--- config.mk ---
export PLATFORM = sky130hd
export DESIGN_NAME = modulo_controlador_estoque_rolhas
export DESIGN_NICKNAME = d
export VERILOG_FILES = /design/src/rtl/modulo_controlador_estoque_rolhas.sv
export SDC_FILE = /design/constraint.sdc
export NUM_CORES = 1
export LEC_CHECK = 0
export ABC_CLOCK_PERIOD_IN_PS = 10350
export CORE_AREA = 2 2 57 59
export CTS_BUF_LIST = sky130_fd_sc_hd__clkbuf_4 sky130_fd_sc_hd__clkbuf_8
export DETAILED_ROUTE_END_ITERATION = 8
export DIE_AREA = 0 0 59 61
export PLACE_DENSITY = 0.56
export SYNTH_ARGS = -nofsm -noshare
export SYNTH_HDL_FRONTEND = slang
export SYNTH_SLANG_ARGS = --single-unit
--- constraint.sdc ---
create_clock -name clk -period 10.35 [get_ports clk]
set_clock_uncertainty 0.15 [all_clocks]
set_input_delay 2.07 -clock clk [delete_from_list [all_inputs] [get_ports clk]]
set_output_delay 2.07 -clock clk [all_outputs]
set_load 0.1 [all_outputs]
--- src/rtl/modulo_controlador_estoque_rolhas.sv ---
// Cork-stock controller for the bottling line.
// Keeps the 7-bit cork count and serves sealing requests over a req/ack handshake.
// Drives the corking actuator for T_VEDA cycles per cork and absorbs operator refill batches.
module modulo_controlador_estoque_rolhas #(
    parameter int MAX_ESTOQUE      = 99,
    parameter int LOTE_REPOSICAO   = 15,
    parameter int LIMIAR_REPOSICAO = 5,
    parameter int T_VEDA           = 4
) (
    input  logic       clk,
    input  logic       rst_n,
    input  logic       vedar_req,
    input  logic       carga_rolhas,
    output logic [6:0] estoque,
    output logic       atuador_vedacao,
    output logic       vedar_ack,
    output logic       sem_rolhas,
    output logic       repor_alerta,
    output logic       bloqueado,
    output logic       excesso_carga
);

    localparam int TW = (T_VEDA > 1) ? $clog2(T_VEDA) : 1;

    typedef enum logic [2:0] {
        OCIOSO,
        VEDANDO,
        CONCLUI,
        AGUARDA_BAIXA,
        BLOQUEADO
    } estado_t;

    estado_t       estado;
    logic [TW-1:0] timer;
    logic          carga_q;
    logic          carga_edge;
    logic          decremento;
    logic [7:0]    soma;

    // Refill edge detection, cork commit condition and the unclipped 8-bit stock sum.
    // The cork is committed on the same edge that starts the actuator, so the decrement
    // is taken whenever a request can be served from OCIOSO or BLOQUEADO.
    always_comb begin
        carga_edge = carga_rolhas & ~carga_q;
        decremento = ((estado == OCIOSO) || (estado == BLOQUEADO)) &&
                     vedar_req && (estoque != 7'd0);
        soma       = {1'b0, estoque}
                   + (carga_edge ? 8'(LOTE_REPOSICAO) : 8'd0)
                   - {7'd0, decremento};
    end

    // Stock register with saturation at the ceiling; the clip is flagged for one cycle.
    always_ff @(posedge clk or negedge rst_n) begin
        if (!rst_n) begin
            estoque       <= 7'd0;
            excesso_carga <= 1'b0;
            carga_q       <= 1'b0;
        end else begin
            carga_q <= carga_rolhas;
            if (soma > 8'(MAX_ESTOQUE)) begin
                estoque       <= 7'(MAX_ESTOQUE);
                excesso_carga <= 1'b1;
            end else begin
                estoque       <= soma[6:0];
                excesso_carga <= 1'b0;
            end
        end
    end

    // Handshake sequencer: serve one cork per request, time the actuator, pulse the ack,
    // then insist on a low phase of vedar_req before the next cork.
    always_ff @(posedge clk or negedge rst_n) begin
        if (!rst_n) begin
            estado          <= OCIOSO;
            timer           <= '0;
            atuador_vedacao <= 1'b0;
            vedar_ack       <= 1'b0;
        end else begin
            vedar_ack <= 1'b0;
            case (estado)
                OCIOSO: begin
                    if (vedar_req) begin
                        if (estoque != 7'd0) begin
                            estado          <= VEDANDO;
                            atuador_vedacao <= 1'b1;
                            timer           <= TW'(T_VEDA - 1);
                        end else begin
                            estado <= BLOQUEADO;
                        end
                    end
                end
                BLOQUEADO: begin
                    if (!vedar_req) begin
                        estado <= OCIOSO;
                    end else if (estoque != 7'd0) begin
                        estado          <= VEDANDO;
                        atuador_vedacao <= 1'b1;
                        timer           <= TW'(T_VEDA - 1);
                    end
                end
                VEDANDO: begin
                    if (timer == '0) begin
                        estado          <= CONCLUI;
                        atuador_vedacao <= 1'b0;
                        vedar_ack       <= 1'b1;
                    end else begin
                        timer <= timer - 1'b1;
                    end
                end
                CONCLUI: begin
                    estado <= AGUARDA_BAIXA;
                end
                AGUARDA_BAIXA: begin
                    if (!vedar_req) begin
                        estado <= OCIOSO;
                    end
                end
                default: begin
                    estado          <= OCIOSO;
                    atuador_vedacao <= 1'b0;
                end
            endcase
        end
    end

    assign sem_rolhas   = (estoque == 7'd0);
    assign repor_alerta = (estoque <= 7'(LIMIAR_REPOSICAO));
    assign bloqueado    = (estado == BLOQUEADO);

endmodule

==> flow_summary_export.csv, run 1 <==
group,metric,value,unit
critical_path,crit_path_end_kind,"primary output",
critical_path,cp-start-kind,"flip-flop",
synthesis,syn_avg_cell_area,9.33,sq um
critical_path,worstPathRequired,8.13,ns
worst_hold_path,hold_path_class,"flip-flop to flip-flop",
critical_path,reg2reg_to,"estoque[3]",
sta,setup_viol,0,
clock_network,cts.repair.resized,0,
clock_network,cts_tree,"done",
drt,num_vias,889,
drt,postRouteAntennaNets,0,
grt,grt_pass1_vias,860,
layout,fin_area,1350,sq um
synthesis,synth_cell_types,36,
synthesis,ys_ff_latch,16,
layout,synthToLayoutAreaGrowth,18.7,%
clock_network,htreeDepth,1,
worst_hold_path,worstHoldStart,"timer[0]",
drt,firstDrtPassIters,4,
drt,routed_wl,2230,microns
placement,gp_congestion,0.828,
critical_path,path_buf_inv,2,
sta,rsz0062_at_grt,"no",
critical_path,rrSetupSlack,6.48,ns
sta,finalCriticalPeriod,5.09,ns
critical_path,cp_max_fo,4,
critical_path,max_stage_delay,1.14,ns
critical_path,slowest_stage,"clkdlybuf4s50_1",
synthesis,synth_seq_area_share,35.2,%
floorplanning,io_pins,17,
run_status,status,"complete, no violations",
clock_network,clockBufferDepth,2,
floorplanning,die_height,61,microns
layout,n_fill_cell,300,
grt,antenna_found_initial,0,
floorplanning,die_x,59,microns
critical_path,critPathTopFamily,"buffers and inverters",
sta,min_period_over_period,49.2,%
sta,relSlewSlack,35.1,%
floorplanning,initial_core_util,38.6,%
synthesis,netlist_instances,122,
layout,drive_gt1_share,7.86,%
clock_network,clk_latency,0.28,ns
clock_network,cts.sinks,16,
layout,antenna_cells,0,
critical_path,path_cells,"inv_1 -> ha_1 -> or3b_2 -> nor2_1 -> a31oi_1 -> nor2_1 -> clkdlybuf4s50_1",
clock_network,ctsHoldBuffers,0,
critical_path,worstReg2RegStart,"estoque[4]",
floorplanning,core_area,2950,sq um
critical_path,crit_top_cell,"nor2_1",
run,drv_cap,0,
sta,hold_viol,0,
sta,worst_pin_slew,0.970,ns
grt,grt_overflow_total,0,
worst_hold_path,holdPathEnd,"timer[0]",
layout,multi_input_comb_area,648,sq um
sta,fmax,196,MHz
drt,routed_via_density,5.14,
clock_network,cts_setup_buffers,0,
critical_path,arrival,2.87,ns
worst_hold_path,holdPathStages,1,
synthesis,synth_fp_nets,141,
grt,grt.total_usage,14.0,%
grt,grt_max_degree,17,
drt,first_iter_violations,33,
placement,port_buffers,16,
synthesis,syn_area,1140,sq um
critical_path,timing.setup.critical_path_class,"flip-flop to primary output",
floorplanning,row_count,20,
layout,fin_nets,161,
synthesis,yosys_warnings,0,
clock_network,cts_root_buf,"clkbuf_4",
grt,grt_pass1_wl,3700,microns
drt,drc,0,
clock_network,cts_buffers,3,
critical_path,r2r_cells,14,
floorplanning,die_area,3600,sq um
layout,regArea,400,sq um
sta,slew_violations,0,
sta,tns,0,ns
placement,placed_cell_area,1330,sq um
placement,dp.final_hpwl,1850,microns
drt,post_drt_wl_per_cell,12.9,microns
clock_network,path_clk_slew,0.09,ns
metal layers:
metal	vias to the layer above	wire, microns	share of wire [%]	global-route usage (%)
met3	0	59	2.6	1.92
met2	17	1200	54	24.9
met1	421	974	44	16.1
met4	0	0	0	7.79
li1	451	-	-	-
met5	-	0	0	0
layout make-up:
type | count | area share (%)
multi-input combinational | 84 | 48.0
sequential | 16 | 29.6
timing repair buffer | 16 | 11.9
inverter | 21 | 5.83
tap | 33 | 3.06
clock buffer | 3 | 1.67
worst max path at each step:
stage          slack [ns]            to  cells after the start        from
2_1_floorplan        5.14  repor_alerta                      6  estoque[5]
3_3_place_gp         5.26    estoque[3]                     12   vedar_req
3_5_place_dp         5.23    estoque[3]                     12   vedar_req
4_1_cts              5.24  repor_alerta                      7  estoque[4]
5_1_grt              5.12  repor_alerta                      7  estoque[4]
6_report             5.26  repor_alerta                      7  estoque[4]
worst register-to-register path, cell delays in order (launching register included):
cell and delay (ns):
dfrtp_1 0.41, inv_1 0.12, ha_1 0.15, or3b_2 0.49, o211ai_1 0.28, inv_1 0.07
ha_1 0.27, inv_1 0.04, ha_1 0.20, fa_1 0.44, a21oi_1 0.21, o221ai_1 0.16
xor2_1 0.18, a311o_2 0.41, and3b_1 0.18
synth_stat cells:
| cell | n | area [sq um] |
|---|---|---|
| nor2_1 | 12 | 45.0 |
| nor3b_1 | 1 | 7.51 |
| mux2i_1 | 1 | 10.0 |
| o31ai_2 | 1 | 12.5 |
| a21oi_1 | 9 | 45.0 |
| o31ai_4 | 1 | 21.3 |
| a311o_2 | 1 | 11.3 |
| nand3_1 | 1 | 5.00 |
| o22ai_1 | 1 | 6.26 |
| o211ai_1 | 2 | 15.0 |
| o31ai_1 | 1 | 7.51 |
| and3b_1 | 1 | 8.76 |
| ha_1 | 14 | 175 |
| a211oi_2 | 1 | 12.5 |
| a21oi_4 | 1 | 16.3 |
| buf_6 | 1 | 11.3 |
| nand2b_1 | 2 | 12.5 |
| or3b_2 | 1 | 8.76 |
| nand3b_1 | 3 | 22.5 |
| or2_2 | 1 | 6.26 |
| o21ai_0 | 4 | 20.0 |
| dfrtp_1 | 16 | 400 |
| o21bai_1 | 1 | 7.51 |
| o21a_1 | 1 | 7.51 |
| o221ai_1 | 2 | 17.5 |
| a31oi_1 | 1 | 6.26 |
| nor3_1 | 1 | 5.00 |
| fa_1 | 1 | 20.0 |
| xnor2_1 | 1 | 8.76 |
| nand2_1 | 6 | 22.5 |
| xor2_1 | 4 | 35.0 |
| and2_1 | 2 | 12.5 |
| inv_1 | 21 | 78.8 |
| mux2_2 | 1 | 11.3 |
| and3_1 | 3 | 18.8 |
| or3_1 | 1 | 6.26 |
state kept, by name, indices dropped and copies added (netlist names):
register,count
excesso_carga,1
timer,2
carga_q,1
estoque,7
vedar_ack,1
atuador_vedacao,1
estado,3
metrics by stage:
step                      instances  worst slack, ns  hold slack (ns)  util, %
after floorplan                 122             5.14            0.290        -
after global placement          170             5.26            0.303     45.0
after detailed placement        170             5.23            0.317     45.0
after CTS                       173             5.24            0.329     45.8
after global routing            173             5.12            0.351     45.8
final                           173             5.26            0.324     45.8
cell families (layout without fill, tap and decap cells):
group | Yosys count | in the layout | share of synthesized area [%]
mux | 2 | 2 | 1.87
buf+inv | 22 | 40 | 7.91
fa+ha+maj | 15 | 15 | 17.1
xor+xnor | 5 | 5 | 3.85
flops | 16 | 16 | 35.2
simple gates | 35 | 35 | 15.9
compound gates | 27 | 27 | 18.1
placed cells by master, fill, tap and decap left out, types with 3 or more instances in the layout:
cell type,netlist,layout
inv_1,21,21
dfrtp_1,16,16
clkdlybuf4s50_1,0,16
ha_1,14,14
nor2_1,12,12
a21oi_1,9,9
nand2_1,6,6
xor2_1,4,4
o21ai_0,4,4
nand3b_1,3,3
and3_1,3,3
clkbuf_4,0,3
Power of run 1 is not shown: default switching activity piles up to over one toggle a cycle in this logic, so the estimate is an artifact.
==> run 2: changes to the inputs <==
--- a/config.mk
+++ b/config.mk
@@ -5,7 +5,7 @@
 export SDC_FILE = /design/constraint.sdc
 export NUM_CORES = 1
 export LEC_CHECK = 0
-export ABC_CLOCK_PERIOD_IN_PS = 10350
+export ABC_CLOCK_PERIOD_IN_PS = 4760
 export CORE_AREA = 2 2 57 59
 export CTS_BUF_LIST = sky130_fd_sc_hd__clkbuf_4 sky130_fd_sc_hd__clkbuf_8
 export DETAILED_ROUTE_END_ITERATION = 8
==> constraint.sdc (replaced) <==
create_clock -name clk -period 4.76 [get_ports clk]
set_clock_uncertainty 0.15 [all_clocks]
set_input_delay 0.952 -clock clk [delete_from_list [all_inputs] [get_ports clk]]
set_output_delay 0.952 -clock clk [all_outputs]
set_load 0.1 [all_outputs]
==> run 2 against run 1 <==
Net effect:
- cell area decreased by 0.37%
- final cell count unchanged
- highest routed layer is now met4
- die area unchanged
==> flow_summary_export.csv, run 2 (synthesis gave the netlist of run 1 again) <==
group,metric,value,unit
layout,top_register,"estoque",
placement,dp_cells,170,
sta,slew_violations,0,
drt,firstDrtPassIters,4,
critical_path,crit_path_end_kind,"flip-flop",
grt,grt_overflow_total,0,
grt,grt_pass1_vias,865,
clock_network,clockBufferDepth,2,
critical_path,cp_max_fo,6,
drt,postRouteAntennaNets,0,
critical_path,worstPathRequired,4.78,ns
run_status,status,"complete, no violations",
critical_path,rrSetupSlack,0.87,ns
floorplanning,core_area,2950,sq um
critical_path,cp-start-kind,"flip-flop",
drt,post_drt_wl_per_cell,12.9,microns
layout,antenna_cells,0,
sta,fmax,257,MHz
grt,antenna_found_initial,0,
grt,grt_max_degree,17,
drt,routed_via_density,5.12,
clock_network,clk_latency,0.28,ns
sta,finalCriticalPeriod,3.89,ns
worst_hold_path,hold_path_class,"flip-flop to flip-flop",
floorplanning,initial_core_util,38.6,%
placement,placed_cell_area,1320,sq um
layout,mostFrequentLayoutCell,"inv_1",
floorplanning,die_height,61,microns
clock_network,cts_buffers,3,
critical_path,timing.setup.critical_path_class,"flip-flop to flip-flop",
clock_network,htreeDepth,1,
floorplanning,die_x,59,microns
placement,dp.final_hpwl,1850,microns
layout,drive_gt1_share,9.29,%
placement,gp_congestion,0.823,
sta,relSlewSlack,35.1,%
worst_hold_path,holdPathStages,1,
drt,routed_wl,2230,microns
clock_network,cts_setup_buffers,0,
sta,hold_viol,0,
placement,port_buffers,16,
layout,fin_nets,161,
layout,n_fill_cell,285,
critical_path,arrival,3.92,ns
floorplanning,die_area,3600,sq um
layout,synthToLayoutAreaGrowth,18.2,%
drt,drc,0,
critical_path,r2r_cells,14,
sta,rsz0062_at_grt,"no",
sta,min_period_over_period,81.8,%
clock_network,cts_root_buf,"clkbuf_4",
layout,biggestRegsByFlops,"estoque: 7 flops, estado: 3 flops, timer: 2 flops",
layout,layoutNonFillerInstCount,173,
grt,grt_pass1_wl,3800,microns
clock_network,ctsHoldBuffers,0,
clock_network,cts.repair.resized,0,
drt,num_vias,886,
layout,fin_area,1350,sq um
drt,first_iter_violations,40,
grt,grt.total_usage,14.1,%
sta,setup_viol,0,
run,drv_cap,0,
floorplanning,io_pins,17,
layout,largest_register_ffs,7,
floorplanning,row_count,20,
clock_network,path_clk_slew,0.09,ns
sta,tns,0,ns
sta,worst_pin_slew,0.971,ns
layout,final_cell_mix,"21 x inv_1, 16 x dfrtp_1, 14 x ha_1, 14 x clkdlybuf4s50_1, 12 x nor2_1",
clock_network,cts.sinks,16,
clock_network,cts_tree,"done",
-- run 2: cell types whose count changed in the layout (fill, tap and decap cells not counted), sizes merged --
cell / previous run / this run
buf: 0 / 2
clkdlybuf4s50: 16 / 14
-- run 2: worst paths after layout --
path                              endpoint       start
worst max-delay path            estoque[3]  estoque[4]
worst min-delay path              timer[0]    timer[0]
worst max register to register  estoque[3]  estoque[4]
worst min register to register    timer[0]    timer[0]
max in group asynchronous        estado[0]       rst_n
min in group asynchronous        vedar_ack       rst_n
-- run 2: through the flow --
stage               hold WS [ns]  util, %  setup WS, ns
finish                     0.326     45.6         0.866
CTS                        0.329     45.6         0.870
detailed placement         0.317     44.8         0.757
global route               0.349     45.6         0.672
global placement           0.303     44.8         0.786
floorplan                  0.290        -         0.640
-- run 2: metal layers --
layer / global-route usage (%) / wire length (microns)
met5: 0 / 0
met4: 8.77 / 17
met3: 1.92 / 48
met2: 24.0 / 1130
met1: 16.9 / 1040
-- run 2: final cells by class --
cell class	count	area (sq um)	share of cell area, %
Tap cell	33	41.3	3.07
Clock buffer	3	22.5	1.67
Multi-Input combinational cell	84	648	48.1
Inverter	21	78.8	5.86
Timing Repair Buffer	16	155	11.5
Sequential cell	16	400	29.7
-- run 2: critical path, cell delays in order (launching register included) --
cell and delay [ns]:
dfrtp_1 0.41, inv_1 0.13, ha_1 0.16, or3b_2 0.49
o211ai_1 0.28, inv_1 0.08, ha_1 0.27, inv_1 0.04
ha_1 0.20, fa_1 0.44, a21oi_1 0.21, o221ai_1 0.17
xor2_1 0.18, a311o_2 0.42, and3b_1 0.17
Power of run 2 is left out for the same reason.
==> run 3: changes to the inputs <==
--- a/config.mk
+++ b/config.mk
@@ -5,7 +5,7 @@
 export SDC_FILE = /design/constraint.sdc
 export NUM_CORES = 1
 export LEC_CHECK = 0
-export ABC_CLOCK_PERIOD_IN_PS = 4760
+export ABC_CLOCK_PERIOD_IN_PS = 3650
 export CORE_AREA = 2 2 57 59
 export CTS_BUF_LIST = sky130_fd_sc_hd__clkbuf_4 sky130_fd_sc_hd__clkbuf_8
 export DETAILED_ROUTE_END_ITERATION = 8
==> constraint.sdc (replaced) <==
create_clock -name clk -period 3.65 [get_ports clk]
set_clock_uncertainty 0.15 [all_clocks]
set_input_delay 0.73 -clock clk [delete_from_list [all_inputs] [get_ports clk]]
set_output_delay 0.73 -clock clk [all_outputs]
set_load 0.1 [all_outputs]
==> run 3 against run 2 <==
Net effect:
- first-iteration DRC count shrank 15%
- global-route usage grew 0.52 points
- sequential share of layout area shrank 2.0 points
- non-clock buffer count grew 12
- register-to-register slack lost 0.79 ns
- die area is the same
- sequential cell count is the same
- wire length grew 9.3%
- critical path type unchanged
==> flow_summary_export.csv, run 3 (synthesis gave the netlist of run 1 again) <==
group,metric,value,unit
drt,firstDrtPassIters,5,
drt,top_layer,"met4",
critical_path,path_cells,"inv_4 -> ha_4 -> or3b_4 -> o211ai_1 -> inv_1 -> ha_1 -> inv_2 -> ha_4 -> fa_2 -> a21oi_2 -> o221ai_2 -> xor2_1 -> a311o_2 -> buf_4 -> nand3b_1",
layout,final_cell_mix,"18 x inv_1, 17 x buf_4, 12 x nor2_1, 12 x ha_1, 11 x clkdlybuf4s50_1",
drt,drc,0,
layout,fin_nets,173,
sta,worst_pin_slew,0.972,ns
clock_network,htreeDepth,1,
layout,biggestRegsByFlops,"estoque: 7 flops, estado: 3 flops, timer: 2 flops",
sta,hold_viol,0,
layout,fin_area,1500,sq um
floorplanning,row_count,20,
floorplanning,die_height,61,microns
sta,finalCriticalPeriod,3.57,ns
drt,num_vias,943,
layout,synthToLayoutAreaGrowth,31.3,%
placement,port_buffers,16,
layout,mostFrequentLayoutCell,"inv_1",
critical_path,timing.setup.critical_path_class,"flip-flop to flip-flop",
critical_path,crit_top_cell,"ha_4",
critical_path,slowest_stage,"dfrtp_4",
layout,regArea,414,sq um
layout,multi_input_comb_area,688,sq um
placement,dp.final_hpwl,1900,microns
critical_path,cp-start-kind,"flip-flop",
clock_network,cts_buffers,3,
drt,drt-met1-wl,1080,microns
sta,rsz0062_at_grt,"yes",
layout,drive_gt1_share,28.8,%
clock_network,cts.sinks,16,
sta,setup_viol,0,
critical_path,arrival,3.65,ns
critical_path,max_stage_delay,0.51,ns
floorplanning,die_x,59,microns
critical_path,cp_max_fo,5,
drt,first_iter_violations,34,
clock_network,path_clk_slew,0.10,ns
critical_path,critPathTopFamily,"compound AO/OA/AOI/OAI gates",
floorplanning,core_area,2950,sq um
clock_network,ctsHoldBuffers,0,
floorplanning,initial_core_util,38.6,%
drt,met3WireLength,72,microns
clock_network,clockBufferDepth,2,
drt,routed_wl,2440,microns
layout,n_fill_cell,284,
layout,antenna_cells,0,
grt,grt_overflow_total,0,
sta,slew_violations,0,
sta,relSlewSlack,35.0,%
grt,antenna_found_initial,0,
layout,largest_register_ffs,7,
sta,min_period_over_period,97.8,%
run_status,status,"complete, no violations",
drt,routed_via_density,5.07,
sta,fmax,280,MHz
clock_network,cts_root_buf,"clkbuf_4",
placement,gp_congestion,0.787,
grt,grt.total_usage,14.6,%
floorplanning,die_area,3600,sq um
grt,grt_pass1_wl,4010,microns
clock_network,clk_latency,0.30,ns
drt,postRouteAntennaNets,0,
run,drv_cap,0,
placement,placed_cell_area,1370,sq um
critical_path,crit_path_end_kind,"flip-flop",
drt,post_drt_wl_per_cell,13.1,microns
critical_path,worstPathRequired,3.73,ns
layout,top_register,"estoque",
clock_network,cts_tree,"done",
worst_hold_path,hold_path_class,"flip-flop to flip-flop",
drt,wl_met2,1240,microns
grt,grt_max_degree,17,
floorplanning,io_pins,17,
critical_path,path_buf_inv,4,
grt,grt_pass1_vias,970,
==> run 3: final timing paths <==
kind	startpoint	endpoint	slack, ns	cells after the start
setup / recovery	estoque[4]	estoque[1]	0.08	15
max in group asynchronous	rst_n	estoque[5]	2.12	1
hold / removal	timer[0]	timer[0]	0.34	1
setup reg to reg	estoque[4]	estoque[1]	0.08	15
hold reg to reg	timer[0]	timer[0]	0.34	1
min in group asynchronous	rst_n	estado[0]	0.69	1
==> run 3: timing repair <==
item,CTS,global route
setup buffers,0,8
gates resized for setup,0,7
setup endpoints to repair,0,5
==> run 3: metrics by stage <==
| stage | instances | hold slack, ns | setup TNS (ns) | utilization, % | setup slack, ns |
|---|---|---|---|---|---|
| 2_1_floorplan | 122 | 0.284 | 0 | - | 0.0306 |
| 3_5_place_dp | 174 | 0.325 | 0 | 46.4 | 0.0515 |
| 4_1_cts | 178 | 0.337 | 0 | 47.5 | 0.0712 |
| 3_3_place_gp | 174 | 0.303 | 0 | 46.4 | 0.120 |
| 5_1_grt | 186 | 0.360 | -0.300 | 50.6 | -0.0796 |
| 6_report | 186 | 0.340 | 0 | 50.6 | 0.0800 |
==> run 3: routing by layer <==
layer  vias to the layer above  global-route usage (%)
met5                         -                       0
met4                         0                    7.79
met3                         5                    1.07
met2                        17                    28.3
met1                       446                    15.8
li1                        475                       -
==> run 3: cell type report <==
type	instances	share of cell area (%)
multi-input cells	84	46.0
flip-flops and latches	16	27.7
repair buffers	28	15.9
inverters	21	5.61
well taps	33	2.76
clock buffers	4	2.01
==> run 3: worst reg2reg max path, delay by kind of cell (launching register included) <==
family                   cells  cell delay [ns]
AO/OA/AOI/OAI                4             0.97
adder cells (fa/ha/maj)      4             0.91
flip-flops                   1             0.51
AND/OR/NAND/NOR              2             0.46
buffers and inverters        4             0.35
XOR/XNOR                     1             0.19
Power of run 3 is left out for the same reason.
